File: src/rtl/minterm_lut_pkg.sv
// Shared types and constants for the minterm lookup table.
package minterm_lut_pkg;

   typedef enum logic [1:0] {
      ST_IDLE        = 2'd0,
      ST_LOAD        = 2'd1,
      ST_COMMIT_WAIT = 2'd2
   } state_e;

   localparam logic [15:0] DEFAULT_INIT_TABLE = 16'hC2CA;

endpackage

File: src/rtl/dec_n_to_onehot.sv
// Combinational index to one-hot decoder: bit i of the result is set for index i.
module dec_n_to_onehot #(
   parameter int N_IN = 4
) (
   input  logic [N_IN-1:0]    idx_i,
   output logic [2**N_IN-1:0] onehot_o
);

   always_comb begin
      onehot_o        = '0;
      onehot_o[idx_i] = 1'b1;
   end

endmodule

File: src/rtl/minterm_lut.sv
// Minterm lookup table: 2-stage evaluation pipeline plus serial truth-table reload.
// Define MINTERM_LUT_READBACK_EN to add the cfg_rdata view of the active table.
module minterm_lut
   import minterm_lut_pkg::*;
#(
   parameter int                 N_IN       = 4,
   parameter logic [2**N_IN-1:0] INIT_TABLE = DEFAULT_INIT_TABLE
) (
   input  logic               clk,
   input  logic               rst_n,
   input  logic               in_valid,
   input  logic [N_IN-1:0]    in_w,
   output logic               in_ready,
   output logic               out_valid,
   output logic               out_f,
   input  logic               out_ready,
   input  logic               cfg_shift_en,
   input  logic               cfg_din,
   output logic               cfg_done,
`ifdef MINTERM_LUT_READBACK_EN
   output logic [2**N_IN-1:0] cfg_rdata,
`endif
   output state_e             dbg_state_o
);

   localparam int              M        = 2**N_IN;
   localparam logic [N_IN:0]   CNT_ONE  = (N_IN+1)'(1);
   localparam logic [N_IN:0]   CNT_LAST = (N_IN+1)'(M);

   state_e          state_q;
   logic [N_IN:0]   cnt_q, cnt_d;
   logic [M-1:0]    shadow_q, shadow_d;
   logic [M-1:0]    active_q;
   logic            cfg_done_q;

   logic            s1_valid_q;
   logic [M-1:0]    s1_onehot_q;
   logic            out_valid_q;
   logic            out_f_q;

   logic            en;
   logic            accept;
   logic [M-1:0]    dec_onehot;

   // Valid/ready: a word moves on a clock edge where valid && ready; the producer
   // keeps it stable until then and the output holds while out_valid && !out_ready.
   assign en       = !out_valid_q || out_ready;
   assign in_ready = en && (state_q == ST_IDLE);
   assign accept   = in_valid && in_ready;

   assign shadow_d = {shadow_q[M-2:0], cfg_din};
   assign cnt_d    = cnt_q + CNT_ONE;

   dec_n_to_onehot #(.N_IN(N_IN)) u_dec (
      .idx_i    (in_w),
      .onehot_o (dec_onehot)
   );

   always_ff @(posedge clk or negedge rst_n) begin
      if (!rst_n) begin
         s1_valid_q  <= 1'b0;
         s1_onehot_q <= '0;
         out_valid_q <= 1'b0;
         out_f_q     <= 1'b0;
      end else if (en) begin
         s1_valid_q  <= accept;
         s1_onehot_q <= dec_onehot;
         out_valid_q <= s1_valid_q;
         out_f_q     <= s1_valid_q && (|(s1_onehot_q & active_q));
      end
   end

   // The table swap waits for an empty pipeline so no word straddles two tables.
   always_ff @(posedge clk or negedge rst_n) begin
      if (!rst_n) begin
         state_q    <= ST_IDLE;
         cnt_q      <= '0;
         shadow_q   <= '0;
         active_q   <= INIT_TABLE;
         cfg_done_q <= 1'b0;
      end else begin
         cfg_done_q <= 1'b0;
         case (state_q)
            ST_IDLE: begin
               if (cfg_shift_en) begin
                  shadow_q <= shadow_d;
                  cnt_q    <= CNT_ONE;
                  state_q  <= ST_LOAD;
               end
            end
            ST_LOAD: begin
               if (cfg_shift_en) begin
                  shadow_q <= shadow_d;
                  cnt_q    <= cnt_d;
                  if (cnt_d == CNT_LAST) begin
                     state_q <= ST_COMMIT_WAIT;
                  end
               end
            end
            ST_COMMIT_WAIT: begin
               if (!s1_valid_q && !out_valid_q) begin
                  active_q   <= shadow_q;
                  cfg_done_q <= 1'b1;
                  state_q    <= ST_IDLE;
               end
            end
            default: state_q <= ST_IDLE;
         endcase
      end
   end

   assign out_valid   = out_valid_q;
   assign out_f       = out_f_q;
   assign cfg_done    = cfg_done_q;
   assign dbg_state_o = state_q;

`ifdef MINTERM_LUT_READBACK_EN
   assign cfg_rdata = active_q;
`endif

endmodule

File: config.mk
export PLATFORM = sky130hd
export DESIGN_NAME = minterm_lut
export DESIGN_NICKNAME = d
export VERILOG_FILES = /design/src/rtl/minterm_lut_pkg.sv /design/src/rtl/dec_n_to_onehot.sv /design/src/rtl/minterm_lut.sv
export SDC_FILE = /design/constraint.sdc
export NUM_CORES = 1
export LEC_CHECK = 0
export CAP_MARGIN = 20
export CORE_MARGIN = 5
export CORE_UTILIZATION = 45
export CTS_BUF_LIST = sky130_fd_sc_hd__clkbuf_2
export DETAILED_ROUTE_END_ITERATION = 12
export PLACE_DENSITY = 0.61
export SLEW_MARGIN = 15
export SYNTH_ARGS = -nofsm -noshare
export SYNTH_HDL_FRONTEND = slang
export SYNTH_SLANG_ARGS = --single-unit
export TNS_END_PERCENT = 10
File: constraint.sdc
create_clock -name clk -period 2.02 [get_ports clk]
set_input_delay 0.505 -clock clk [delete_from_list [all_inputs] [get_ports clk]]
set_output_delay 0.505 -clock clk [all_outputs]
set_load 0.02 [all_outputs]
==> results.py <==
metrics = {
    "run_status": {
        "status": "finished, final reports clean",
    },
    "floorplan": {
        "dieArea_sq_um": 7045,
        "initial_core_util_pct": 45.51,
        "die_h_um": 83.94,
        "die_w_um": 83.94,
        "ioPinCount": 16,
        "fp.coreArea_sq_um": 5405,
        "row_count": 27,
    },
    "layout": {
        "final_area_sq_um": 2850,
        "register_area_sq_um": 1485,
        "drive_above_1_share_pct": 22.76,
        "antenna_cells": 0,
        "area.growth.synth_to_final_pct": 15.87,
        "multi_input_area_sq_um": 909.6,
        "nets": 252,
        "fillers": 502,
    },
    "pwr": {
        "power.density_nw_per_um2": 850.7,
        "p_leak_nw": 1.386,
        "p_total_mw": 2.425,
        "ir_worst_vdd_mv": 0.5027,
    },
    "place": {
        "io_buffer_count": 15,
        "finalWeightedCongestion": 0.7050,
        "dpl.hpwl_um": 3201,
        "dp_worst_setup_slack_ns": -0.3452,
        "place_area_sq_um": 2735,
    },
    "global_route": {
        "grt_pass1_vias": 1639,
        "grt_pass1_wl_um": 8273,
        "groute.usage.overall_pct": 15.08,
        "grt_remaining_overflow": 0,
        "antenna_found_initial": 0,
        "grt_max_degree": 60,
    },
    "cts": {
        "cts_max_level": 3,
        "cts_buffer_depth": 2,
        "numCtsBuffers": 9,
        "clk_latency_ns": 0.47,
        "clk_pin_slew_ns": 0.17,
        "cts.sink_count": 59,
        "ctsRootBufferMaster": "clkbuf_2",
        "cts_tree": "yes",
    },
    "route": {
        "drtPass1Iterations": 7,
        "drt_iter0_drc": 66,
        "vias_per_cell": 5.123,
        "route.detailed.drc": 0,
        "antenna_left": 0,
        "num_vias": 1629,
        "drt-total-wl_um": 4724,
        "wl_per_cell_um": 14.86,
    },
    "critical_path": {
        "cp.depth": 1,
        "r2r_slack_ns": 0.41,
        "path_cells": "clkdlybuf4s50_1",
        "critPathRequiredTime_ns": 1.51,
        "endpoint": "cfg_done",
        "cp_num_buf_inv": 1,
        "critPathSlowestCell": "clkdlybuf4s50_1",
        "r2r-end": "active_q[11]",
        "r2r_cells": 5,
        "r2r_start": "dbg_state_o[0]",
        "startpoint": "cfg_done",
        "crit_family": "buffers and inverters",
        "critPathCaptureType": "primary output",
        "worstSetupPathType": "register to primary output",
        "crit_path_max_fanout": 1,
        "worstSetupStartpointType": "register",
        "cp.arrival_ns": 1.41,
        "slowest_delay_ns": 0.59,
    },
    "sta": {
        "max_freq_mhz": 522.3,
        "rsz0062_at_grt": "no",
        "fin_crit_sh_pct": 94.79,
        "slew_violations": 0,
        "tightest_slew_ns": 0.5279,
        "finClkSkew_ns": 0.01859,
        "fin_hold_ws_ns": 0.5069,
        "period_minus_slack_ns": 1.915,
        "totalNegativeSetupSlack_ns": 0,
        "final_hold_viol_count": 0,
        "slew_headroom_pct": 63.90,
        "final-setup-viol-count": 0,
        "setup_slack_ns": 0.1053,
    },
    "synth": {
        "yosysTopAreaCell": "dfrtp_1",
        "ys_types": 35,
        "ys_async_sr_fraction_pct": 100.0,
        "synthesis.nets": 222,
        "ys_seq_area_share_pct": 60.38,
        "synth_cells": 211,
        "ys_warn_count": 0,
        "yosysMostFrequentCell": "nand2_1",
        "synthFlopType": "dfrtp_1",
        "synth_top_area_share_pct": 52.90,
        "synth_area_per_cell_sq_um": 11.66,
        "syn_area_sq_um": 2460,
        "synth-seq-cells": 59,
        "synth_edf_count": 0,
        "synthTopCellsByCount": "nand2_1 (57), dfrtp_1 (52), a22o_1 (9), mux2_4 (9)",
        "synth_area_leaders": "dfrtp_1 (53%), nand2_1 (8.7%), dfstp_2 (7.5%), mux2_4 (5.5%), a22o_1 (3.2%)",
    },
    "min_path": {
        "min_path_type": "register to register",
    },
    "run": {
        "maxCapViolCount": 0,
    },
}
[power breakdown]
group	switching, mW	total, mW	internal [mW]
Clock	0.415	0.696	0.281
Sequential	0.111	1.41	1.30
Combinational	0.176	0.317	0.141
Total	0.702	2.42	1.72
[cell families (layout without fill, tap and decap cells)]
group / Yosys count / after routing / synth area share [%]
adder cells (fa/ha/maj): 1 / 1 / 0.5086
AND/OR/NAND/NOR: 88 / 88 / 16.33
flip-flops: 59 / 59 / 60.38
buffers and inverters: 11 / 46 / 2.849
AO/OA/AOI/OAI: 35 / 35 / 10.83
multiplexers: 17 / 17 / 9.105
[how the worst min path moves through the flow]
| stage | from | endpoint | slack [ns] | depth (start not counted) |
|---|---|---|---|---|
| after global routing | rst_n | shadow_q[12] | 0.52 | 3 |
| after floorplan | rst_n | active_q[0] | 0.21 | 0 |
| after global placement | shadow_q[11] | shadow_q[12] | 0.48 | 2 |
| final | shadow_q[13] | shadow_q[14] | 0.51 | 2 |
| after CTS | shadow_q[13] | shadow_q[14] | 0.52 | 2 |
| after detailed placement | shadow_q[0] | shadow_q[1] | 0.48 | 2 |
[state kept, by name, indices dropped and copies added (netlist names)]
| name | count |
|---|---|
| s1_valid_q | 1 |
| out_valid | 1 |
| s1_onehot_q | 16 |
| cnt_q | 5 |
| shadow_q | 16 |
| active_q | 16 |
| cfg_done | 1 |
| out_f | 1 |
| dbg_state_o | 2 |
[routing by layer]
layer  GRT usage [%]  vias up  part of all wire (%)
li1                -      802                     -
met1           19.99      782                    47
met2           22.78       39                    46
met3           6.417        6                   5.3
met4           3.947        0                  0.99
met5               0        -                     0
[cell type report]
| class | count | area share [%] |
|---|---|---|
| sequential | 59 | 52.11 |
| multi-input combinational | 141 | 31.91 |
| timing repair buffer | 28 | 8.824 |
| tap | 72 | 3.161 |
| clock inverter | 6 | 1.975 |
| clock buffer | 10 | 1.756 |
| inverter | 2 | 0.2634 |
[cell usage in the layout (no fill, tap or decap), drive strengths merged, types with 2 or more instances in the layout]
cell           netlist  layout
clkinv               0       4
nor3                 4       4
nor2                 6       6
a22oi                6       6
dfrtp               52      52
inv                  2       2
o21ai                6       6
buf                  7      14
a32o                 4       4
nand2               57      57
nand3                5       5
nand4                4       4
nand2b               5       5
nor2b                4       4
dfstp                7       7
clkdlybuf4s50        0       9
a21oi                3       3
clkbuf               2      10
o31ai                2       2
a22o                 9       9
dlygate4sd2          0       3
mux2                16      16
[per-stage QoR]
stage / instances / utilization [%]
6_report: 318 / 52.73
5_1_grt: 318 / 52.73
4_1_cts: 318 / 52.59
3_5_place_dp: 301 / 50.60
3_3_place_gp: 301 / 50.60
2_1_floorplan: 211 / -
[what timing repair did]
item	CTS	global route
buffers inserted	0	0
resized for setup	8	2
hold buffers	1	0
cloned	0	0
setup endpoints to repair	4	2
endpoints found under the hold margin	29	0
(Power assumes the default switching activity.)
==> patch 1, RTL diff (same flow settings) <==
Make the reset (`rst_n`) synchronous in 2 clocked blocks.
--- a/src/rtl/minterm_lut.sv
+++ b/src/rtl/minterm_lut.sv
@@ -56,7 +56,7 @@
       .onehot_o (dec_onehot)
    );
 
-   always_ff @(posedge clk or negedge rst_n) begin
+   always_ff @(posedge clk) begin
       if (!rst_n) begin
          s1_valid_q  <= 1'b0;
          s1_onehot_q <= '0;
@@ -71,7 +71,7 @@
    end
 
    // The table swap waits for an empty pipeline so no word straddles two tables.
-   always_ff @(posedge clk or negedge rst_n) begin
+   always_ff @(posedge clk) begin
       if (!rst_n) begin
          state_q    <= ST_IDLE;
          cnt_q      <= '0;
Behaviour: differs if rst_n is asserted again (counterexample within 4 cycles, from zero or initial values and one cycle with rst_n low); with rst_n held inactive, the same outputs for 10 cycles.
==> patch 1 against the unedited design <==
- synthesized cell count grew 27%
- final cell count grew 15%
- fmax fell by 0.46%
- wire length grew 0.47%
- worst setup slack got worse by 0.0088 ns
- sequential cell count is the same
- area after synthesis shrank 2.6%
- cell area decreased by 2.7%
Power is not compared: it rests on default switching activity, and its combinational part moved more than twofold at a synthesized area within 25%.
==> patch 1: results (changes against the unedited design) <==
status: "complete, no violations"
post_synth.cell_area_avg_um2: 8.94  # -23%
global_route.usage.met3_pct: 3.86  # -2.6 points
r2r_start: "dbg_state_o[0]$_SDFFE_PN0P_"
postSynth.asyncResetShare_pct: 0  # -100 points
via_count_of_the_first_global_routing_pass: 1764  # +7.6%
worst_clock_skew_ns: 0.0259  # +0.00731 ns
r2r_end: "active_q[6]$_SDFFE_PN1P_"
synth_area_in_compound_gates_pct: 19.8  # +9.0 points
gr-usage-all-layers_pct: 14.8  # -0.30 points
dp.cells: 351  # +17%
final_critical_path_setup_slack_ns: 0.0965  # -0.00878 ns
post_synth_most_frequent_cells: "sky130_fd_sc_hd__nand2_1, sky130_fd_sc_hd__dfxtp_1, sky130_fd_sc_hd__nor2b_1"
fin_worst_hold_slack_ns: 0.471  # -0.0359 ns
maximum_number_of_pins_on_one_net_before_global_route_repair: 59  # -1.7%
yosys.cell_types.count: 34  # -2.9%
drt_iter0_drc: 134  # +100%
routed-wl-met3_um: 158  # -37%
gp_congestion: 0.779  # +10%
fill_cell_instance_count_of_the_final_layout: 514  # +2.4%
half_perimeter_wire_length_after_detailed_placement_mm: 3.18  # -0.75%
preCtsSetupSlack_ns: -0.366  # -0.0211 ns
wire_per_inst_um: 12.9  # -13%
post_synth_main_area_contributors: "sky130_fd_sc_hd__dfxtp_1, sky130_fd_sc_hd__nand2_1, sky130_fd_sc_hd__a21boi_0"
wl_met2_mm: 1.93  # -12%
holdPathEnd: "active_q[4]$_SDFFE_PN0P_"
m1WireLength_mm: 2.57  # +15%
synth.yosys.seq_area_share_pct: 49.3  # -11 points
tightest_slew_ns: 0.504  # -0.0241 ns
drt_first_pass_iters: 4  # -3
synth-adder-area-share_pct: 0.522  # +0.014 points
placedInstanceArea_um2: 2670  # -2.3%
synth_top_flop_cell: "sky130_fd_sc_hd__dfxtp_1"
[patch 1: changes by cell type in the layout (fill, tap and decap cells not counted), moves of 20 or more]
cell / change
sky130_fd_sc_hd__nor2b_1: +20
sky130_fd_sc_hd__a21boi_0: +23
sky130_fd_sc_hd__dfrtp_1: -52
sky130_fd_sc_hd__dfxtp_1: +59
[patch 1: worst max path at each step]
stage                            from  endpoint  depth (start not counted)
2_1_floorplan  out_valid$_SDFFE_PN0N_  in_ready                          3
3_3_place_gp                out_ready  in_ready                          4
3_5_place_dp                out_ready  in_ready                          4
4_1_cts            out_f$_SDFFE_PN0N_     out_f                          1
5_1_grt            out_f$_SDFFE_PN0N_     out_f                          1
6_report           out_f$_SDFFE_PN0N_     out_f                          1
[patch 1: cell type report]
type,count,area [um2],area share (%)
clock buffer,9,45.0,1.62
clock inverter,7,58.8,2.12
inverter,2,7.51,0.271
multi-input combinational,190,1110,40.2
sequential,59,1180,42.6
tap,70,87.6,3.16
timing repair buffer,30,279,10.1
[patch 1: repair_timing]
| item | 4_1_cts | 5_1_grt |
|---|---|---|
| gates resized for setup | 8 | 1 |
| setup endpoints to repair | 4 | 1 |
| gates cloned | 0 | 0 |
| endpoints found under the hold margin | 0 | 0 |
| hold buffers | 0 | 0 |
[patch 1: cell families after synthesis]
group | after synthesis
adders and majority gates | 1
and+or+nand+nor | 127
AOI/OAI and AO/OA | 62
buffers and inverters | 19
DFF | 59
[patch 1: power groups by stage]
| stage | Clock [mW] | Sequential [mW] | Combinational, mW |
|---|---|---|---|
| after floorplan | 0 | 1.22 | 0.0853 |
| after CTS | 0.710 | 1.19 | 0.159 |
| after global routing | 0.772 | 1.19 | 0.173 |
| after detailed placement | 0 | 1.22 | 0.162 |
| after global placement | 0 | 1.22 | 0.162 |
| final | 0.690 | 1.19 | 0.158 |
==> patch 2, RTL diff (config.mk and constraints unchanged) <==
Made on the original files. `N_IN` is set to 4 in 2 places; all go to 5.
--- a/src/rtl/dec_n_to_onehot.sv
+++ b/src/rtl/dec_n_to_onehot.sv
@@ -1,6 +1,6 @@
 // Combinational index to one-hot decoder: bit i of the result is set for index i.
 module dec_n_to_onehot #(
-   parameter int N_IN = 4
+   parameter int N_IN = 5
 ) (
    input  logic [N_IN-1:0]    idx_i,
    output logic [2**N_IN-1:0] onehot_o
--- a/src/rtl/minterm_lut.sv
+++ b/src/rtl/minterm_lut.sv
@@ -3,7 +3,7 @@
 module minterm_lut
    import minterm_lut_pkg::*;
 #(
-   parameter int                 N_IN       = 4,
+   parameter int                 N_IN       = 5,
    parameter logic [2**N_IN-1:0] INIT_TABLE = DEFAULT_INIT_TABLE
 ) (
    input  logic               clk,
Interface: changed (resized in_w); port bits go from 16 to 17. No check against the original RTL was run, so the function may have changed too.
==> patch 2 against the unedited design <==
- the run now ends with setup timing left
- combinational power is 58% higher
- global-route usage is 2.1 points higher
- total power is 63% higher
- wire length is 91% higher
- area after synthesis is 77% higher
- sequential cell count is 49 higher
- cell area is 70% higher
- worst setup slack worse by 0.11 ns
- sequential share of layout area is 3.7 points higher
- clock power is 33% higher
==> patch 2: results (changes against the unedited design) <==
status: "finished, violations left"
failing_checks: "setup timing"
critPathMaxFanout: 2  # +1
crit_end: "in_ready"
final-setup-viol-count: 1  # +1
multiInputGateArea_um2: 1560  # +71%
layout_cell_share_with_drive_strength_beyond_1_pct: 18.9  # -3.9 points
finalSetupTns_ns: -0.00958  # -0.00958 ns
r2r_end: "active_q[19]$_DFFE_PN0P_"
final_critical_path_setup_slack_ns: -0.00958  # -0.115 ns
fill_cell_instance_count_of_the_final_layout: 878  # +75%
post_synth_main_area_contributors: "sky130_fd_sc_hd__dfrtp_1, sky130_fd_sc_hd__nand2_1, sky130_fd_sc_hd__mux2_2"
layout_top_registers: "active_q x32, s1_onehot_q x32, shadow_q x32"
vdd_ir_drop_max_mv: 0.410  # -18%
worst_clock_skew_ns: 0.0307  # +0.0121 ns
drt_iter0_drc: 145  # +120%
first_pass_grt_wire_length_mm: 15.5  # +88%
timing.critical_path.slowest_stage_cell: "sky130_fd_sc_hd__dfrtp_1"
p_leak_nw: 2.39  # +72%
post_synth_most_frequent_cells: "sky130_fd_sc_hd__nand2_1, sky130_fd_sc_hd__dfrtp_1, sky130_fd_sc_hd__mux2_2"
min-delay-path-class: "in -> async"
via_density_per_instance: 5.25  # +2.5%
synth_cells: 385  # +82%
peak_per_stage_delay_on_the_critical_path_ns: 0.45  # -0.14 ns
insertion_delay_to_the_later_sink_of_the_worst_skew_pair_ns: 0.58  # +0.11 ns
cp.arrival_ns: 1.52  # +0.11 ns
maximum_number_of_pins_on_one_net_before_global_route_repair: 39  # -35%
post_cts_resized: 16  # +8
num_vias: 2877  # +77%
placedInstanceArea_um2: 4740  # +73%
max-slew-margin-rel_pct: 58.0  # -5.9 points
drt_first_pass_iters: 4  # -3
setup.reg_to_reg.worst_slack_ns: 0.33  # -0.08 ns
synth.yosys.seq_area_share_pct: 62.4  # +2.0 points
cts.clk_slew.worst_paths_ns: 0.30  # +0.13 ns
worstSetupStartpoint: "out_valid$_DFFE_PN0N_"
placement.io_buffers: 16  # +1
yosys.cell_types.count: 36  # +2.9%
patch 2: cell type report:
class	count	share of cell area, %
Clock buffer	9	0.927
Clock inverter	7	1.18
Inverter	2	0.155
Multi-Input combinational cell	259	32.0
Sequential cell	108	55.8
Tap cell	129	3.32
Timing Repair Buffer	34	6.59
patch 2: logic make-up after synthesis:
kind of cell,share of synthesized area (%)
mux,8.75
simple gates,16.5
compound gates,9.78
buf+inv,2.30
flops,62.4
fa+ha+maj,0.288
patch 2: power by group:
part	switching [mW]	total (mW)	leakage (nW)	internal (mW)
clock network	0.738	0.925	0.0677	0.187
logic	0.294	0.501	0.881	0.207
registers	0.168	2.52	1.44	2.35
patch 2: metal layers:
layer	vias up	global-route usage (%)	routed length [um]
li1	1380	-	-
met1	1446	25.0	4470
met2	47	26.6	4200
met3	4	3.94	322
met4	0	3.52	54
met5	-	0	0
